File: src/rtl/multicycle_ctrl_pkg.sv
// Shared types and encodings for the multicycle controller and the ALU.
// State, ALU-op, operand-select and PC-source encodings live here so every user agrees.
package multicycle_ctrl_pkg;

  typedef enum logic [3:0] {
    S_FETCH    = 4'd0,
    S_DECODE   = 4'd1,
    S_MEM_ADDR = 4'd2,
    S_MEM_RD   = 4'd3,
    S_MEM_WB   = 4'd4,
    S_MEM_WR   = 4'd5,
    S_R_EXEC   = 4'd6,
    S_R_WB     = 4'd7,
    S_I_EXEC   = 4'd8,
    S_I_WB     = 4'd9,
    S_BRANCH   = 4'd10,
    S_JUMP     = 4'd11,
    S_HALT     = 4'd12
  } state_t;

  typedef enum logic [2:0] {
    ALU_ADD = 3'b000,
    ALU_AND = 3'b001,
    ALU_XOR = 3'b010,
    ALU_SUB = 3'b100,
    ALU_OR  = 3'b101,
    ALU_LUI = 3'b110
  } alu_op_t;

  typedef enum logic [1:0] {
    SRC_B_REG  = 2'b00,
    SRC_B_FOUR = 2'b01,
    SRC_B_SEXT = 2'b10,
    SRC_B_ZEXT = 2'b11
  } alu_src_b_t;

  typedef enum logic [1:0] {
    PC_SRC_ALU     = 2'b00,
    PC_SRC_ALU_OUT = 2'b01,
    PC_SRC_JUMP    = 2'b10
  } pc_src_t;

  typedef enum logic [2:0] {
    CLS_RTYPE,
    CLS_LOAD,
    CLS_STORE,
    CLS_ALU_IMM,
    CLS_BRANCH,
    CLS_JUMP,
    CLS_ILLEGAL
  } instr_class_t;

  localparam logic [5:0] OP_RTYPE = 6'b000000;
  localparam logic [5:0] OP_J     = 6'b000010;
  localparam logic [5:0] OP_BEQ   = 6'b000100;
  localparam logic [5:0] OP_ADDI  = 6'b001000;
  localparam logic [5:0] OP_ANDI  = 6'b001100;
  localparam logic [5:0] OP_ORI   = 6'b001101;
  localparam logic [5:0] OP_XORI  = 6'b001110;
  localparam logic [5:0] OP_LUI   = 6'b001111;
  localparam logic [5:0] OP_LW    = 6'b100011;
  localparam logic [5:0] OP_SW    = 6'b101011;

  localparam logic [5:0] FN_ADD = 6'b100000;
  localparam logic [5:0] FN_SUB = 6'b100010;
  localparam logic [5:0] FN_AND = 6'b100100;
  localparam logic [5:0] FN_OR  = 6'b100101;
  localparam logic [5:0] FN_XOR = 6'b100110;

  typedef struct packed {
    alu_op_t    alu_op;
    logic       alu_src_a;
    alu_src_b_t alu_src_b;
    pc_src_t    pc_src;
    logic       pc_write;
    logic       pc_write_cond;
    logic       ir_write;
    logic       mem_read;
    logic       mem_write;
    logic       reg_write;
    logic       reg_dst;
    logic       mem_to_reg;
    logic       iord;
  } ctrl_t;

  localparam ctrl_t CTRL_IDLE = '0;

  // Successor of DECODE for each instruction class.
  function automatic state_t exec_state(instr_class_t cls);
    case (cls)
      CLS_RTYPE:   return S_R_EXEC;
      CLS_LOAD:    return S_MEM_ADDR;
      CLS_STORE:   return S_MEM_ADDR;
      CLS_ALU_IMM: return S_I_EXEC;
      CLS_BRANCH:  return S_BRANCH;
      CLS_JUMP:    return S_JUMP;
      default:     return S_HALT;
    endcase
  endfunction

endpackage

File: src/rtl/multicycle_ctrl_if.sv
// Controller <-> datapath bundle: instruction fields and flags in, strobes and selects out.
interface multicycle_ctrl_if;
  import multicycle_ctrl_pkg::*;

  logic [5:0] opcode;
  logic [5:0] funct;
  logic       zero;
  logic       mem_ready;

  alu_op_t    alu_op;
  logic       alu_src_a;
  alu_src_b_t alu_src_b;
  pc_src_t    pc_src;
  logic       pc_write;
  logic       pc_write_cond;
  logic       pc_en;
  logic       ir_write;
  logic       mem_read;
  logic       mem_write;
  logic       reg_write;
  logic       reg_dst;
  logic       mem_to_reg;
  logic       iord;
  logic       illegal;
  logic [3:0] state_dbg;

  modport master (
    input  opcode, funct, zero, mem_ready,
    output alu_op, alu_src_a, alu_src_b, pc_src, pc_write, pc_write_cond, pc_en,
           ir_write, mem_read, mem_write, reg_write, reg_dst, mem_to_reg, iord,
           illegal, state_dbg
  );

  modport slave (
    output opcode, funct, zero, mem_ready,
    input  alu_op, alu_src_a, alu_src_b, pc_src, pc_write, pc_write_cond, pc_en,
           ir_write, mem_read, mem_write, reg_write, reg_dst, mem_to_reg, iord,
           illegal, state_dbg
  );
endinterface

File: src/rtl/multicycle_ctrl_alu_op_decode.sv
// Combinational instruction decode: opcode -> class and immediate ALU setup,
// funct -> R-type ALU op and legality.
module alu_op_decode
  import multicycle_ctrl_pkg::*;
(
  input  logic [5:0]   i_opcode,
  input  logic [5:0]   i_funct,
  output instr_class_t o_cls,
  output alu_op_t      o_imm_alu_op,
  output alu_src_b_t   o_imm_alu_src_b,
  output alu_op_t      o_r_alu_op,
  output logic         o_r_legal
);

  always_comb begin
    // NOTE: defaults first so every path assigns every output; no latches.
    o_cls           = CLS_ILLEGAL;
    o_imm_alu_op    = ALU_ADD;
    o_imm_alu_src_b = SRC_B_SEXT;
    case (i_opcode)
      OP_RTYPE: o_cls = CLS_RTYPE;
      OP_LW:    o_cls = CLS_LOAD;
      OP_SW:    o_cls = CLS_STORE;
      OP_BEQ:   o_cls = CLS_BRANCH;
      OP_J:     o_cls = CLS_JUMP;
      OP_ADDI:  o_cls = CLS_ALU_IMM;
      OP_ANDI: begin
        o_cls           = CLS_ALU_IMM;
        o_imm_alu_op    = ALU_AND;
        o_imm_alu_src_b = SRC_B_ZEXT;
      end
      OP_ORI: begin
        o_cls           = CLS_ALU_IMM;
        o_imm_alu_op    = ALU_OR;
        o_imm_alu_src_b = SRC_B_ZEXT;
      end
      OP_XORI: begin
        o_cls           = CLS_ALU_IMM;
        o_imm_alu_op    = ALU_XOR;
        o_imm_alu_src_b = SRC_B_ZEXT;
      end
      OP_LUI: begin
        o_cls        = CLS_ALU_IMM;
        o_imm_alu_op = ALU_LUI;
      end
      default: ;
    endcase
  end

  always_comb begin
    o_r_alu_op = ALU_ADD;
    o_r_legal  = 1'b1;
    case (i_funct)
      FN_ADD:  o_r_alu_op = ALU_ADD;
      FN_SUB:  o_r_alu_op = ALU_SUB;
      FN_AND:  o_r_alu_op = ALU_AND;
      FN_OR:   o_r_alu_op = ALU_OR;
      FN_XOR:  o_r_alu_op = ALU_XOR;
      default: o_r_legal  = 1'b0;
    endcase
  end

endmodule

File: src/rtl/multicycle_ctrl.sv
// Multicycle MIPS-style control FSM: state register, sticky illegal flag and
// Moore output decode of the current state.
module multicycle_ctrl
  import multicycle_ctrl_pkg::*;
(
  input  logic             clk,
  input  logic             rst_n,
  multicycle_ctrl_if.master bus
);

  state_t       r_state;
  state_t       w_next_state;
  logic         r_illegal;
  logic         r_is_store;
  alu_op_t      r_imm_alu_op;
  alu_src_b_t   r_imm_alu_src_b;

  instr_class_t w_cls;
  alu_op_t      w_imm_alu_op;
  alu_src_b_t   w_imm_alu_src_b;
  alu_op_t      w_r_alu_op;
  logic         w_r_legal;
  ctrl_t        w_ctrl;

  alu_op_decode u_alu_op_decode (
    .i_opcode        (bus.opcode),
    .i_funct         (bus.funct),
    .o_cls           (w_cls),
    .o_imm_alu_op    (w_imm_alu_op),
    .o_imm_alu_src_b (w_imm_alu_src_b),
    .o_r_alu_op      (w_r_alu_op),
    .o_r_legal       (w_r_legal)
  );

  always_comb begin
    w_next_state = r_state;
    case (r_state)
      S_FETCH:    if (bus.mem_ready) w_next_state = S_DECODE;
      S_DECODE:   w_next_state = exec_state(w_cls);
      S_MEM_ADDR: w_next_state = r_is_store ? S_MEM_WR : S_MEM_RD;
      S_MEM_RD:   if (bus.mem_ready) w_next_state = S_MEM_WB;
      S_MEM_WR:   if (bus.mem_ready) w_next_state = S_FETCH;
      S_R_EXEC:   w_next_state = w_r_legal ? S_R_WB : S_HALT;
      S_I_EXEC:   w_next_state = S_I_WB;
      S_MEM_WB, S_R_WB, S_I_WB, S_BRANCH, S_JUMP:
                  w_next_state = S_FETCH;
      S_HALT:     w_next_state = S_HALT;
      default:    w_next_state = S_FETCH;
    endcase
  end

  // The opcode is only valid during DECODE, so the facts later states need are captured then.
  always_ff @(posedge clk or negedge rst_n) begin
    if (!rst_n) begin
      r_state         <= S_FETCH;
      r_illegal       <= 1'b0;
      r_is_store      <= 1'b0;
      r_imm_alu_op    <= ALU_ADD;
      r_imm_alu_src_b <= SRC_B_REG;
    end else begin
      // NOTE: non-blocking everywhere here so every flop updates from pre-edge values.
      r_state <= w_next_state;
      if (w_next_state == S_HALT) r_illegal <= 1'b1;
      if (r_state == S_DECODE) begin
        r_is_store      <= (w_cls == CLS_STORE);
        r_imm_alu_op    <= w_imm_alu_op;
        r_imm_alu_src_b <= w_imm_alu_src_b;
      end
    end
  end

  always_comb begin
    w_ctrl = CTRL_IDLE;
    case (r_state)
      S_FETCH: begin
        w_ctrl.mem_read  = 1'b1;
        w_ctrl.alu_src_b = SRC_B_FOUR;
        w_ctrl.ir_write  = bus.mem_ready;
        w_ctrl.pc_write  = bus.mem_ready;
      end
      S_DECODE: w_ctrl.alu_src_b = SRC_B_SEXT;
      S_MEM_ADDR: begin
        w_ctrl.alu_src_a = 1'b1;
        w_ctrl.alu_src_b = SRC_B_SEXT;
      end
      S_MEM_RD: begin
        w_ctrl.mem_read = 1'b1;
        w_ctrl.iord     = 1'b1;
      end
      S_MEM_WR: begin
        w_ctrl.mem_write = 1'b1;
        w_ctrl.iord      = 1'b1;
      end
      S_MEM_WB: begin
        w_ctrl.reg_write  = 1'b1;
        w_ctrl.mem_to_reg = 1'b1;
      end
      S_R_EXEC: begin
        w_ctrl.alu_src_a = 1'b1;
        w_ctrl.alu_src_b = SRC_B_REG;
        w_ctrl.alu_op    = w_r_alu_op;
      end
      S_R_WB: begin
        w_ctrl.reg_write = 1'b1;
        w_ctrl.reg_dst   = 1'b1;
      end
      S_I_EXEC: begin
        w_ctrl.alu_src_a = 1'b1;
        w_ctrl.alu_src_b = r_imm_alu_src_b;
        w_ctrl.alu_op    = r_imm_alu_op;
      end
      S_I_WB: w_ctrl.reg_write = 1'b1;
      S_BRANCH: begin
        w_ctrl.alu_src_a     = 1'b1;
        w_ctrl.alu_src_b     = SRC_B_REG;
        w_ctrl.alu_op        = ALU_SUB;
        w_ctrl.pc_src        = PC_SRC_ALU_OUT;
        w_ctrl.pc_write_cond = 1'b1;
      end
      S_JUMP: begin
        w_ctrl.pc_write = 1'b1;
        w_ctrl.pc_src   = PC_SRC_JUMP;
      end
      default: ;
    endcase
    // FETCH is state zero, so strobes must also be forced off while reset is held.
    if (!rst_n) w_ctrl = CTRL_IDLE;
  end

  assign bus.alu_op        = w_ctrl.alu_op;
  assign bus.alu_src_a     = w_ctrl.alu_src_a;
  assign bus.alu_src_b     = w_ctrl.alu_src_b;
  assign bus.pc_src        = w_ctrl.pc_src;
  assign bus.pc_write      = w_ctrl.pc_write;
  assign bus.pc_write_cond = w_ctrl.pc_write_cond;
  assign bus.pc_en         = w_ctrl.pc_write | (w_ctrl.pc_write_cond & bus.zero);
  assign bus.ir_write      = w_ctrl.ir_write;
  assign bus.mem_read      = w_ctrl.mem_read;
  assign bus.mem_write     = w_ctrl.mem_write;
  assign bus.reg_write     = w_ctrl.reg_write;
  assign bus.reg_dst       = w_ctrl.reg_dst;
  assign bus.mem_to_reg    = w_ctrl.mem_to_reg;
  assign bus.iord          = w_ctrl.iord;
  assign bus.illegal       = r_illegal;
  assign bus.state_dbg     = r_state;

endmodule

File: src/flat_wrapper.sv
// flat-port wrapper written by rule: the top's interface ports become plain ports
module multicycle_ctrl_flat import multicycle_ctrl_pkg::*;
  (clk, rst_n, bus_opcode, bus_funct, bus_zero, bus_mem_ready, bus_alu_op, bus_alu_src_a, bus_alu_src_b, bus_pc_src, bus_pc_write, bus_pc_write_cond, bus_pc_en, bus_ir_write, bus_mem_read, bus_mem_write, bus_reg_write, bus_reg_dst, bus_mem_to_reg, bus_iord, bus_illegal, bus_state_dbg);
  multicycle_ctrl_if bus_i ();
  input  logic clk;
  input  logic rst_n;
  input wire logic [$bits(bus_i.opcode)-1:0] bus_opcode;
  input wire logic [$bits(bus_i.funct)-1:0] bus_funct;
  input wire logic [$bits(bus_i.zero)-1:0] bus_zero;
  input wire logic [$bits(bus_i.mem_ready)-1:0] bus_mem_ready;
  output wire logic [$bits(bus_i.alu_op)-1:0] bus_alu_op;
  output wire logic [$bits(bus_i.alu_src_a)-1:0] bus_alu_src_a;
  output wire logic [$bits(bus_i.alu_src_b)-1:0] bus_alu_src_b;
  output wire logic [$bits(bus_i.pc_src)-1:0] bus_pc_src;
  output wire logic [$bits(bus_i.pc_write)-1:0] bus_pc_write;
  output wire logic [$bits(bus_i.pc_write_cond)-1:0] bus_pc_write_cond;
  output wire logic [$bits(bus_i.pc_en)-1:0] bus_pc_en;
  output wire logic [$bits(bus_i.ir_write)-1:0] bus_ir_write;
  output wire logic [$bits(bus_i.mem_read)-1:0] bus_mem_read;
  output wire logic [$bits(bus_i.mem_write)-1:0] bus_mem_write;
  output wire logic [$bits(bus_i.reg_write)-1:0] bus_reg_write;
  output wire logic [$bits(bus_i.reg_dst)-1:0] bus_reg_dst;
  output wire logic [$bits(bus_i.mem_to_reg)-1:0] bus_mem_to_reg;
  output wire logic [$bits(bus_i.iord)-1:0] bus_iord;
  output wire logic [$bits(bus_i.illegal)-1:0] bus_illegal;
  output wire logic [$bits(bus_i.state_dbg)-1:0] bus_state_dbg;
  assign bus_i.opcode = bus_opcode;
  assign bus_i.funct = bus_funct;
  assign bus_i.zero = bus_zero;
  assign bus_i.mem_ready = bus_mem_ready;
  assign bus_alu_op = bus_i.alu_op;
  assign bus_alu_src_a = bus_i.alu_src_a;
  assign bus_alu_src_b = bus_i.alu_src_b;
  assign bus_pc_src = bus_i.pc_src;
  assign bus_pc_write = bus_i.pc_write;
  assign bus_pc_write_cond = bus_i.pc_write_cond;
  assign bus_pc_en = bus_i.pc_en;
  assign bus_ir_write = bus_i.ir_write;
  assign bus_mem_read = bus_i.mem_read;
  assign bus_mem_write = bus_i.mem_write;
  assign bus_reg_write = bus_i.reg_write;
  assign bus_reg_dst = bus_i.reg_dst;
  assign bus_mem_to_reg = bus_i.mem_to_reg;
  assign bus_iord = bus_i.iord;
  assign bus_illegal = bus_i.illegal;
  assign bus_state_dbg = bus_i.state_dbg;
  multicycle_ctrl u_core (.clk(clk), .rst_n(rst_n), .bus(bus_i));
endmodule
File: config.mk
export PLATFORM = sky130hd
export DESIGN_NAME = multicycle_ctrl_flat
export DESIGN_NICKNAME = d
export VERILOG_FILES = /design/src/rtl/multicycle_ctrl_pkg.sv /design/src/rtl/multicycle_ctrl_if.sv /design/src/rtl/multicycle_ctrl_alu_op_decode.sv /design/src/rtl/multicycle_ctrl.sv /design/src/flat_wrapper.sv
export SDC_FILE = /design/constraint.sdc
export NUM_CORES = 1
export LEC_CHECK = 0
export BUFFER_PORTS_ARGS = -buffer_cell sky130_fd_sc_hd__buf_4
export CORE_MARGIN = 1
export CORE_UTILIZATION = 52
export CTS_CLUSTER_SIZE = 8
export DETAILED_ROUTE_END_ITERATION = 7
export PLACE_DENSITY = 0.83
export SETUP_SLACK_MARGIN = 0.5
export SLEW_MARGIN = 5
export SYNTH_ARGS = -nofsm -noshare
export SYNTH_HDL_FRONTEND = slang
export SYNTH_SLANG_ARGS = --single-unit
File: constraint.sdc
create_clock -name clk -period 4.33 [get_ports clk]
set_input_delay 0.866 -clock clk [delete_from_list [all_inputs] [get_ports clk]]
set_output_delay 0.866 -clock clk [all_outputs]
set_load 0.005 [all_outputs]
==> results by group, run 1 <==
Route
  • DRC: 0
  • Antenna violation net count after detailed routing: 0
  • Via count: ~1100
  • Routed vias/inst: 6.04
  • WL/cell: 14.1 µm
  • Final wirelength: between 2000 and 3000 µm
  • Detailed Route Iter0 Violations: 48
  • Pre-Repair DR Iteration Count: 4

Worst setup path
  • Worst setup EP type: output pin
  • Worst Setup Path Type: in -> out
  • Max incr delay on CP: about 0.47 ns
  • R2R Setup Slk: between 2 and 2.5 ns
  • RR Startpoint: u_core.bus.state_dbg[0]
  • Reg2Reg Depth: 4
  • Startpoint Class: input pin
  • CP bufs+invs: 2
  • Required time of the critical path: 3.46 ns
  • CP max FO: 3
  • Largest delay contributor family on the critical path: simple AND/OR/NAND/NOR gates
  • Slowest-stage cell, CP: or3b_2
  • Capturing point of the worst reg2reg path: u_core.bus.illegal
  • Most used cell, CP: buf_4
  • Worst-path cell chain: buf_4 -> or3b_2 -> nor3_1 -> nand4b_1 -> a21oi_1 -> buf_4
  • Critical Path AT: 2.21 ns

Timing
  • FMAX: between 300 and 400 MHz
  • Slew @ Worst Pin: between 0.5 and 0.6 ns
  • Hold_ws: about 0.42 ns
  • Final Cycle Share: approximately 70%
  • RSZ-0062 raised after global routing: no
  • TNS Setup: 0 ns
  • Minimum clock period: around 3 ns
  • Final setup fails: 0
  • Slew Limit Fails: 0
  • Worst Skew: ~0.011 ns
  • Hold Fails Final Rpt: 0
  • Final worst slack: between 1 and 1.5 ns
  • Max-slew headroom: 60.9%

Clocking
  • H-tree levels: 1
  • Clk Latency, worst-skew pair: 0.28 ns
  • Reg clk slew, reported paths: 0.08 ns
  • CTS tree: yes
  • Post-CTS sizing: 0
  • TritonCTS buffer count: 3
  • # Post-CTS Setup Buffers: 0
  • Root Buffer: clkbuf_4
  • Clock buffer depth: 2
  • CTS sink count: 11
  • Hold buffers post-CTS: 0

Die
  • Top Ports: 39
  • Core Region: 1760 µm²
  • Floorplan row count: 15
  • DIE AREA: around 2100 µm²
  • Die Wd: approximately 46 µm
  • Starting Density: 56.9%
  • Die height: around 46 µm

Global routing
  • Antenna violations before repair: 0
  • GRT Util Overall: approximately 28%
  • Largest net degree at the start of global routing: 23
  • Vias in the first global route: roughly 990
  • GRT overflow: 0
  • First-pass GRT wire length: ~4400 µm

Layout
  • Area growth, synth to finish: 29.4%
  • Diodes inserted: 0
  • Share of cells above drive strength 1: 27.0%
  • Nets@finish: 180
  • Final cell count without fillers: between 150 and 200
  • Design area: 1300 µm²
  • Util after Layout: 73.6%

Place
  • Placed cell count: between 150 and 200
  • Setup WS pre-CTS: roughly 1.3 ns
  • DP Wirelength: around 2000 µm
  • RePlAce Congestion: about 0.8
  • Placed Area: between 1000 and 1500 µm²
  • Port bufs: 38

Power and ir drop
  • Power Density: between 400 and 500 nW/µm²
  • Cell internal pwr: 316 µW
  • P_leak: about 0.57 nW
  • Clock power share: roughly 13%
  • Sw Ratio: 43.8%
  • Sequential share of power: 35.7%
  • Combinational share of power: between 50% and 60%
  • Psw: around 250 µW
  • Peak VDD IR: around 400 µV
  • Power Total: around 560 µW

Logic synthesis
  • Top cell type's share of synthesized area: a little over a quarter
  • Sequential area share after synthesis: a little over a quarter
  • Syn Inst Count: 131
  • Dominant synthesized flop cell: dfrtp_1
  • Netlist Area Pre-Place: 1000 µm²
  • Warnings, synthesis: 0
  • Synthesized Nets: between 100 and 150
  • Cell accounting for the most synthesized area: dfrtp_1
  • Synth cell types: 44
  • Post-synth EDFFs: 0
  • Syn Area/Cell: approximately 7.7 µm²
  • Top cells by area, synth: dfrtp_1 (27%), nand2b_1 (5.6%), nor2_1 (4.9%), nor2b_1 (4.4%), nand2_1 (3.7%)
  • Ys async rst share: 100%
  • Synth Register Bits: 11
  • Post-synth top cells: nor2_1 (13), dfrtp_1 (11), nand2_1 (10)
  • Count leader, synth: nor2_1

Worst hold path
  • Worst hold-check path type: in -> async

Run
  • Max Cap Viol: 0

Outcome
  • Outcome: finished clean
cell usage in the layout (no fill, tap or decap), types with 2 or more instances in the layout:
master,count
o21ai_0,6
nand3_1,4
a21oi_1,7
clkbuf_4,3
dfrtp_1,11
a21o_1,3
nand2b_1,9
a2111oi_0,2
nand3b_1,3
inv_1,3
nor4b_1,2
and3_1,4
nor3_1,5
nand2_1,10
buf_4,38
a32oi_1,2
nor2b_1,7
nor2_1,13
nor3b_1,5
a22o_1,2
o21bai_1,2
sequential cells by signal, summed over array words and instances (netlist names):
name	flops
u_core.bus.illegal	1
u_core.bus.state_dbg	4
u_core.r_imm_alu_op	3
u_core.r_imm_alu_src_b	2
u_core.r_is_store	1
cell type report:
type	instances	area, µm²
clock inverters	1	5.00
fillers	130	465
multi-input cells	107	668
flip-flops and latches	11	275
well taps	25	31.3
repair buffers	38	285
inverters	3	11.3
clock buffers	3	22.5
cells by family after synthesis:
family	count (synthesis)	share of synthesized area, %
compound gates	35	24.6
xor+xnor	1	0.873
buf+inv	13	5.99
flops	11	27.4
mux	1	0.998
simple gates	70	40.2
how the worst max path moves through the flow:
stage / start / slack (ns) / end / depth (start not counted)
after CTS: bus_funct[3] / 1.27 / bus_alu_op[1] / 6
after global placement: bus_funct[3] / 1.34 / bus_alu_op[1] / 6
final: bus_funct[3] / 1.26 / bus_alu_op[1] / 6
after detailed placement: bus_funct[3] / 1.27 / bus_alu_op[1] / 6
after floorplan: bus_funct[3] / 1.57 / bus_alu_op[1] / 4
after global routing: bus_funct[3] / 1.15 / bus_alu_op[1] / 6
metal layers:
metal	GRT usage, %	part of all wire [%]	vias to the layer above
met1	36.6	44	529
met4	10.0	1.6	0
met2	49.0	49	51
li1	-	-	547
met5	0	0	-
met3	2.38	5.5	9
power by group through the flow:
stage | Clock (mW) | Combinational, mW | Sequential [mW]
finish | 0.0724 | 0.289 | 0.201
global route | 0.0794 | 0.318 | 0.209
CTS | 0.0739 | 0.288 | 0.197
detailed placement | 0 | 0.287 | 0.200
global placement | 0 | 0.281 | 0.197
floorplan | 0 | 0.221 | 0.149
Power figures use the tool's default switching activity.
==> run 2, diff against run 1 <==
Settings changed: CORE_UTILIZATION 52 to 48, PLACE_DENSITY 0.83 to 0.78.
Clock period 4.33 ns to 2.85 ns, I/O delays scaled along.
==> run 2 against run 1 <==
Against the previous run:
- worst hold slack worse by 0.28 ns
- flip-flop and latch count stayed put
- cell count is 5.3% higher
- critical path depth stayed put
- final area is 6.9% higher
- critical endpoint unchanged
- largest cell class unchanged
==> results by group, run 2 (synthesized netlist as in run 1, its figures left out) <==
Route
  • WL/cell: 13.8 µm
  • Pre-Repair DR Iteration Count: 4
  • Antenna violation net count after detailed routing: 0
  • Routed vias/inst: ~5.7
  • Highest routed layer: met4
  • Detailed Route Iter0 Violations: 38
  • Routed wl met3: roughly 110 µm
  • Final wirelength: 2740 µm
  • DR WL met2: ~1400 µm
  • Met1 WL: between 1000 and 1500 µm
  • DRC: 0
  • Via count: ~1100

Layout
  • Area growth, synth to finish: 38.4%
  • Share of cells above drive strength 1: 35.7%
  • Diodes inserted: 0
  • Util after Layout: 70.8%
  • Max reg flops: 4
  • Most frequent cells in the layout: buf_4 (45), nor2_1 (11), nand2_1 (10)
  • Nets@finish: 188
  • Commonest non-fill, non-tap cell in the layout: buf_4

Timing
  • Hold Fails Final Rpt: 0
  • Final setup fails: 0
  • Max-slew headroom: 68.4%
  • FMAX: around 430 MHz
  • Slew Limit Fails: 0
  • Final Cycle Share: between 80% and 90%
  • TNS Setup: 0 ns
  • Minimum clock period: approximately 2.3 ns
  • Slew @ Worst Pin: ~0.46 ns
  • Worst Skew: between 0.005 and 0.006 ns
  • RSZ-0062 raised after global routing: yes

Clocking
  • Reg clk slew, reported paths: around 0.070 ns
  • Root Buffer: clkbuf_4
  • CTS sink count: 11
  • CTS tree: yes
  • Clk Latency, worst-skew pair: between 0.2 and 0.3 ns
  • H-tree levels: 1
  • TritonCTS buffer count: 3
  • Clock buffer depth: 2

Worst setup path
  • Worst Setup Path Type: in -> out
  • Critical Path AT: ~1.8 ns
  • CP max FO: 3
  • Capturing point of the worst reg2reg path: u_core.bus.illegal
  • Reg2Reg Depth: 6
  • Worst setup EP type: output pin
  • R2R Setup Slk: 0.71 ns
  • Critical Path End: bus_alu_op[1]
  • Startpoint Class: input pin
  • Crit path from: bus_funct[3]
  • RR Startpoint: u_core.bus.state_dbg[3]
  • Required time of the critical path: ~2.3 ns

Die
  • DIE AREA: between 2000 and 2500 µm²
  • Die Wd: roughly 48 µm
  • Top Ports: 39
  • Starting Density: 51.1%
  • Floorplan row count: 16
  • Core Region: between 1500 and 2000 µm²
  • Die height: about 48 µm

Power and ir drop
  • Power Total: 947 µW
  • Peak VDD IR: ~460 µV
  • Power Density: 682 nW/µm²
  • P_leak: between 0.6 and 0.7 nW

Global routing
  • First-pass GRT wire length: between 3000 and 4000 µm
  • Vias in the first global route: a little under 900
  • GRT overflow: 0
  • Antenna violations before repair: 0
  • Largest net degree at the start of global routing: 22
  • GRT Util Overall: approximately a quarter

Run
  • Max Cap Viol: 0

Outcome
  • Outcome: finished clean

Place
  • Port bufs: 38
  • DP Wirelength: approximately 2000 µm
  • RePlAce Congestion: between 0.7 and 0.8

Worst hold path
  • Worst hold-check path type: in -> async
## run 2: metal layers
metal | global-route usage [%] | up-vias
met5 | 0 | -
met4 | 11.1 | 0
met3 | 2.26 | 2
met2 | 39.5 | 41
met1 | 32.6 | 522
li1 | - | 562
## run 2: metrics by stage
| stage | setup slack (ns) | instances | hold slack (ns) | instance area, µm² |
|---|---|---|---|---|
| 6_report | 0.527 | 198 | 0.139 | 1390 |
| 5_1_grt | 0.442 | 198 | 0.124 | 1390 |
| 4_1_cts | 0.532 | 192 | 0.132 | 1330 |
| 3_5_place_dp | 0.383 | 188 | 0.430 | 1290 |
| 3_3_place_gp | 0.455 | 188 | 0.430 | 1290 |
| 2_1_floorplan | 0.685 | 131 | 0.274 | 1000 |
## run 2: power breakdown
part / switching (mW) / internal (mW) / total (mW)
combinational: 0.276 / 0.300 / 0.577
clock: 0.0533 / 0.0519 / 0.105
sequential: 0.0668 / 0.198 / 0.265
## run 2: timing repair
item                                    in CTS  in global routing
buffers inserted                             0                  6
endpoints found under the setup margin       4                  4
pin swaps                                    1                  0
gates resized for setup                      5                  5
hold buffers                                 0                  0
## run 2: cell type report
type	instances	area (µm²)
inverters	3	11.3
well taps	27	33.8
clock inverters	1	5.00
multi-input cells	107	692
clock buffers	3	22.5
flip-flops and latches	11	279
repair buffers	46	345
fillers	181	573
## run 2: worst min path at each step
stage / endpoint / slack, ns / cells past startpoint
after floorplan: u_core.bus.illegal / 0.27 / 0
after global placement: u_core.bus.state_dbg[1] / 0.43 / 1
after detailed placement: u_core.bus.state_dbg[1] / 0.43 / 1
after CTS: u_core.r_is_store / 0.13 / 1
after global routing: u_core.bus.illegal / 0.12 / 1
final: u_core.r_is_store / 0.14 / 1
## run 2: critical path, stage by stage
cell and delay (ns):
buf_4 0.11, or3b_2 0.51, nor3_4 0.17, nand4b_1 0.11
a21oi_1 0.15, buf_4 0.13
==> run 3, diff against run 2 <==
Settings changed: ABC_AREA set to 1, CORE_UTILIZATION 48 to 47, PLACE_DENSITY 0.78 to 0.77.
Clock period 2.85 ns to 2.4 ns, I/O delays scaled along.
==> run 3 against run 2 <==
Against the previous run:
- via count increased by 8.6%
- synthesized cell count increased by 18%
- critical path type is now reg -> out
- critical path depth increased by 2
- combinational power increased by 38%
==> results by group, run 3 <==
Outcome
  • Outcome: finished clean

Global routing
  • First-pass GRT wire length: around 4000 µm
  • GRT overflow: 0
  • Antenna violations before repair: 0
  • GRT Util Overall: 25.9%
  • Vias in the first global route: between 900 and 1000
  • Largest net degree at the start of global routing: 13

Route
  • Antenna violation net count after detailed routing: 0
  • Routed vias/inst: roughly 5
  • Final wirelength: slightly below 3000 µm
  • Pre-Repair DR Iteration Count: 4
  • DRC: 0
  • Via count: approximately 1200
  • WL/cell: about 12 µm
  • Detailed Route Iter0 Violations: 24

Clocking
  • Clk Latency, worst-skew pair: about 0.25 ns
  • Root Buffer: clkbuf_4
  • CTS sink count: 11
  • CTS tree: yes
  • Hold buffers post-CTS: 0
  • TritonCTS buffer count: 3
  • H-tree levels: 1
  • Clock buffer depth: 2
  • Reg clk slew, reported paths: 0.07 ns

Power and ir drop
  • Clock power share: under 10%
  • Cell internal pwr: about 670 µW
  • P_leak: roughly 0.8 nW
  • Combinational share of power: between 60% and 70%
  • Peak VDD IR: between 500 and 600 µV
  • Psw: 536 µW
  • Power Density: 788 nW/µm²
  • Sw Ratio: between 40% and 50%
  • Sequential share of power: a little under a quarter

Die
  • Die height: approximately 47 µm
  • Floorplan row count: 15
  • Die Wd: around 47 µm
  • Starting Density: between 50 and 60%
  • Top Ports: 39
  • DIE AREA: 2220 µm²
  • Core Region: about 1800 µm²

Logic synthesis
  • Synth cell types: 24
  • Warnings, synthesis: 0
  • Top cells by area, synth: dfrtp_1 (29%), nand2_1 (13%), inv_1 (9.0%), nor2_1 (8.6%), nand3_1 (8.4%)
  • Dominant synthesized flop cell: dfrtp_1
  • Post-synth top cells: nand2_1 (33), inv_1 (23), nor2_1 (22)
  • Synthesized Nets: ~170
  • Ys async rst share: 100%
  • Syn Area/Cell: 6.18 µm²
  • Syn Inst Count: about 160
  • Sequential area share after synthesis: ~29%
  • Cell accounting for the most synthesized area: dfrtp_1
  • Count leader, synth: nand2_1
  • Synth Register Bits: 11
  • Post-synth EDFFs: 0
  • Netlist Area Pre-Place: 958 µm²
  • Top cell type's share of synthesized area: between 20% and 30%

Timing
  • Final Cycle Share: 82.4%
  • Slew Limit Fails: 0
  • Worst Skew: 0.00470 ns
  • TNS Setup: 0 ns
  • FMAX: a little over 500 MHz
  • Slew @ Worst Pin: about 0.25 ns
  • RSZ-0062 raised after global routing: yes
  • Max-slew headroom: slightly above 80%
  • Hold Fails Final Rpt: 0
  • Minimum clock period: 1.98 ns
  • Final setup fails: 0

Layout
  • Commonest non-fill, non-tap cell in the layout: buf_4
  • Nets@finish: about 230
  • Area growth, synth to finish: 59.0%
  • Diodes inserted: 0
  • Design area: 1520 µm²
  • Max reg flops: 4
  • Most frequent cells in the layout: buf_4 (56), nand2_1 (29), inv_1 (20)
  • Fill count: between 100 and 150
  • Register area: roughly 280 µm²
  • Area taken by multi-input logic gates: just over 600 µm²
  • Share of cells above drive strength 1: about half

Worst setup path
  • Required time of the critical path: 1.92 ns
  • Worst Setup Path Type: reg -> out
  • Worst setup EP type: output pin
  • Startpoint Class: flop
  • Critical Path AT: 1.50 ns
  • CP max FO: 4

Place
  • RePlAce Congestion: 0.917
  • Placed Area: approximately 1300 µm²
  • Port bufs: 38
  • DP Wirelength: 1950 µm

Run
  • Max Cap Viol: 0

Worst hold path
  • Worst hold-check path type: in -> async
==> run 3: power by group through the flow <==
stage	sequential [mW]	clock, mW	combinational [mW]
after floorplan	0.275	0	0.346
after global placement	0.279	0	0.537
after detailed placement	0.279	0	0.547
after CTS	0.286	0.119	0.681
after global routing	0.292	0.132	0.855
final	0.287	0.117	0.797
==> run 3: metal layers <==
layer | up-vias | track usage [%] | routed length [µm]
li1 | 610 | - | -
met1 | 571 | 31.6 | 1310
met2 | 39 | 47.8 | 1540
met3 | 4 | 0.385 | 87
met4 | 0 | 10.9 | 42
met5 | - | 0 | 0
==> run 3: final cells by class <==
type / instances / area share, %
timing repair buffer: 57 / 28.3
sequential: 11 / 18.4
tap: 25 / 2.05
clock buffer: 4 / 1.72
inverter: 34 / 8.95
multi-input combinational: 108 / 40.6
==> run 3: logic make-up after synthesis <==
family / count (synthesis) / synth area share (%)
AND/OR/NAND/NOR: 87 / 42.8
buffers and inverters: 36 / 14.8
AO/OA/AOI/OAI: 21 / 13.7
flip-flops: 11 / 28.7
==> run 3: timing repair <==
item / CTS / global route
gates resized for setup: 21 / 10
endpoints found under the setup margin: 13 / 15
pin swaps: 11 / 5
setup buffers: 10 / 9
==> run 3: per-stage QoR <==
| stage | hold slack [ns] | total power, mW | utilization [%] | setup slack, ns | cells |
|---|---|---|---|---|---|
| 4_1_cts | 0.0542 | 1.09 | 78.6 | 0.457 | 230 |
| 5_1_grt | 0.0467 | 1.28 | 83.7 | 0.335 | 239 |
| 3_5_place_dp | 0.321 | 0.827 | 69.4 | 0.420 | 216 |
| 2_1_floorplan | 0.184 | 0.621 | - | 0.734 | 155 |
| 3_3_place_gp | 0.318 | 0.816 | 69.4 | 0.449 | 216 |
| 6_report | 0.0548 | 1.20 | 83.7 | 0.423 | 239 |
==> run 3: final timing paths <==
path                                           start                   endpoint  slack, ns  depth (start not counted)
min in group clk                       bus_opcode[1]     u_core.r_imm_alu_op[0]       0.42                          2
min reg2reg                u_core.r_imm_alu_src_b[1]  u_core.r_imm_alu_src_b[1]       0.47                          1
min                                            rst_n         u_core.bus.illegal       0.05                          1
max reg2reg                  u_core.bus.state_dbg[1]         u_core.bus.illegal       0.82                         12
max                          u_core.bus.state_dbg[0]                  bus_pc_en       0.42                          8
max in group asynchronous                      rst_n    u_core.bus.state_dbg[1]       2.18                          1
==> run 3: worst max-delay path, stage by stage, from the launching register on <==
cell	delay, ns
dfrtp_2	0.43
buf_4	0.15
nand2_1	0.09
inv_2	0.10
nand2_1	0.08
nor2_1	0.14
inv_1	0.07
nand3_1	0.08
buf_4	0.10
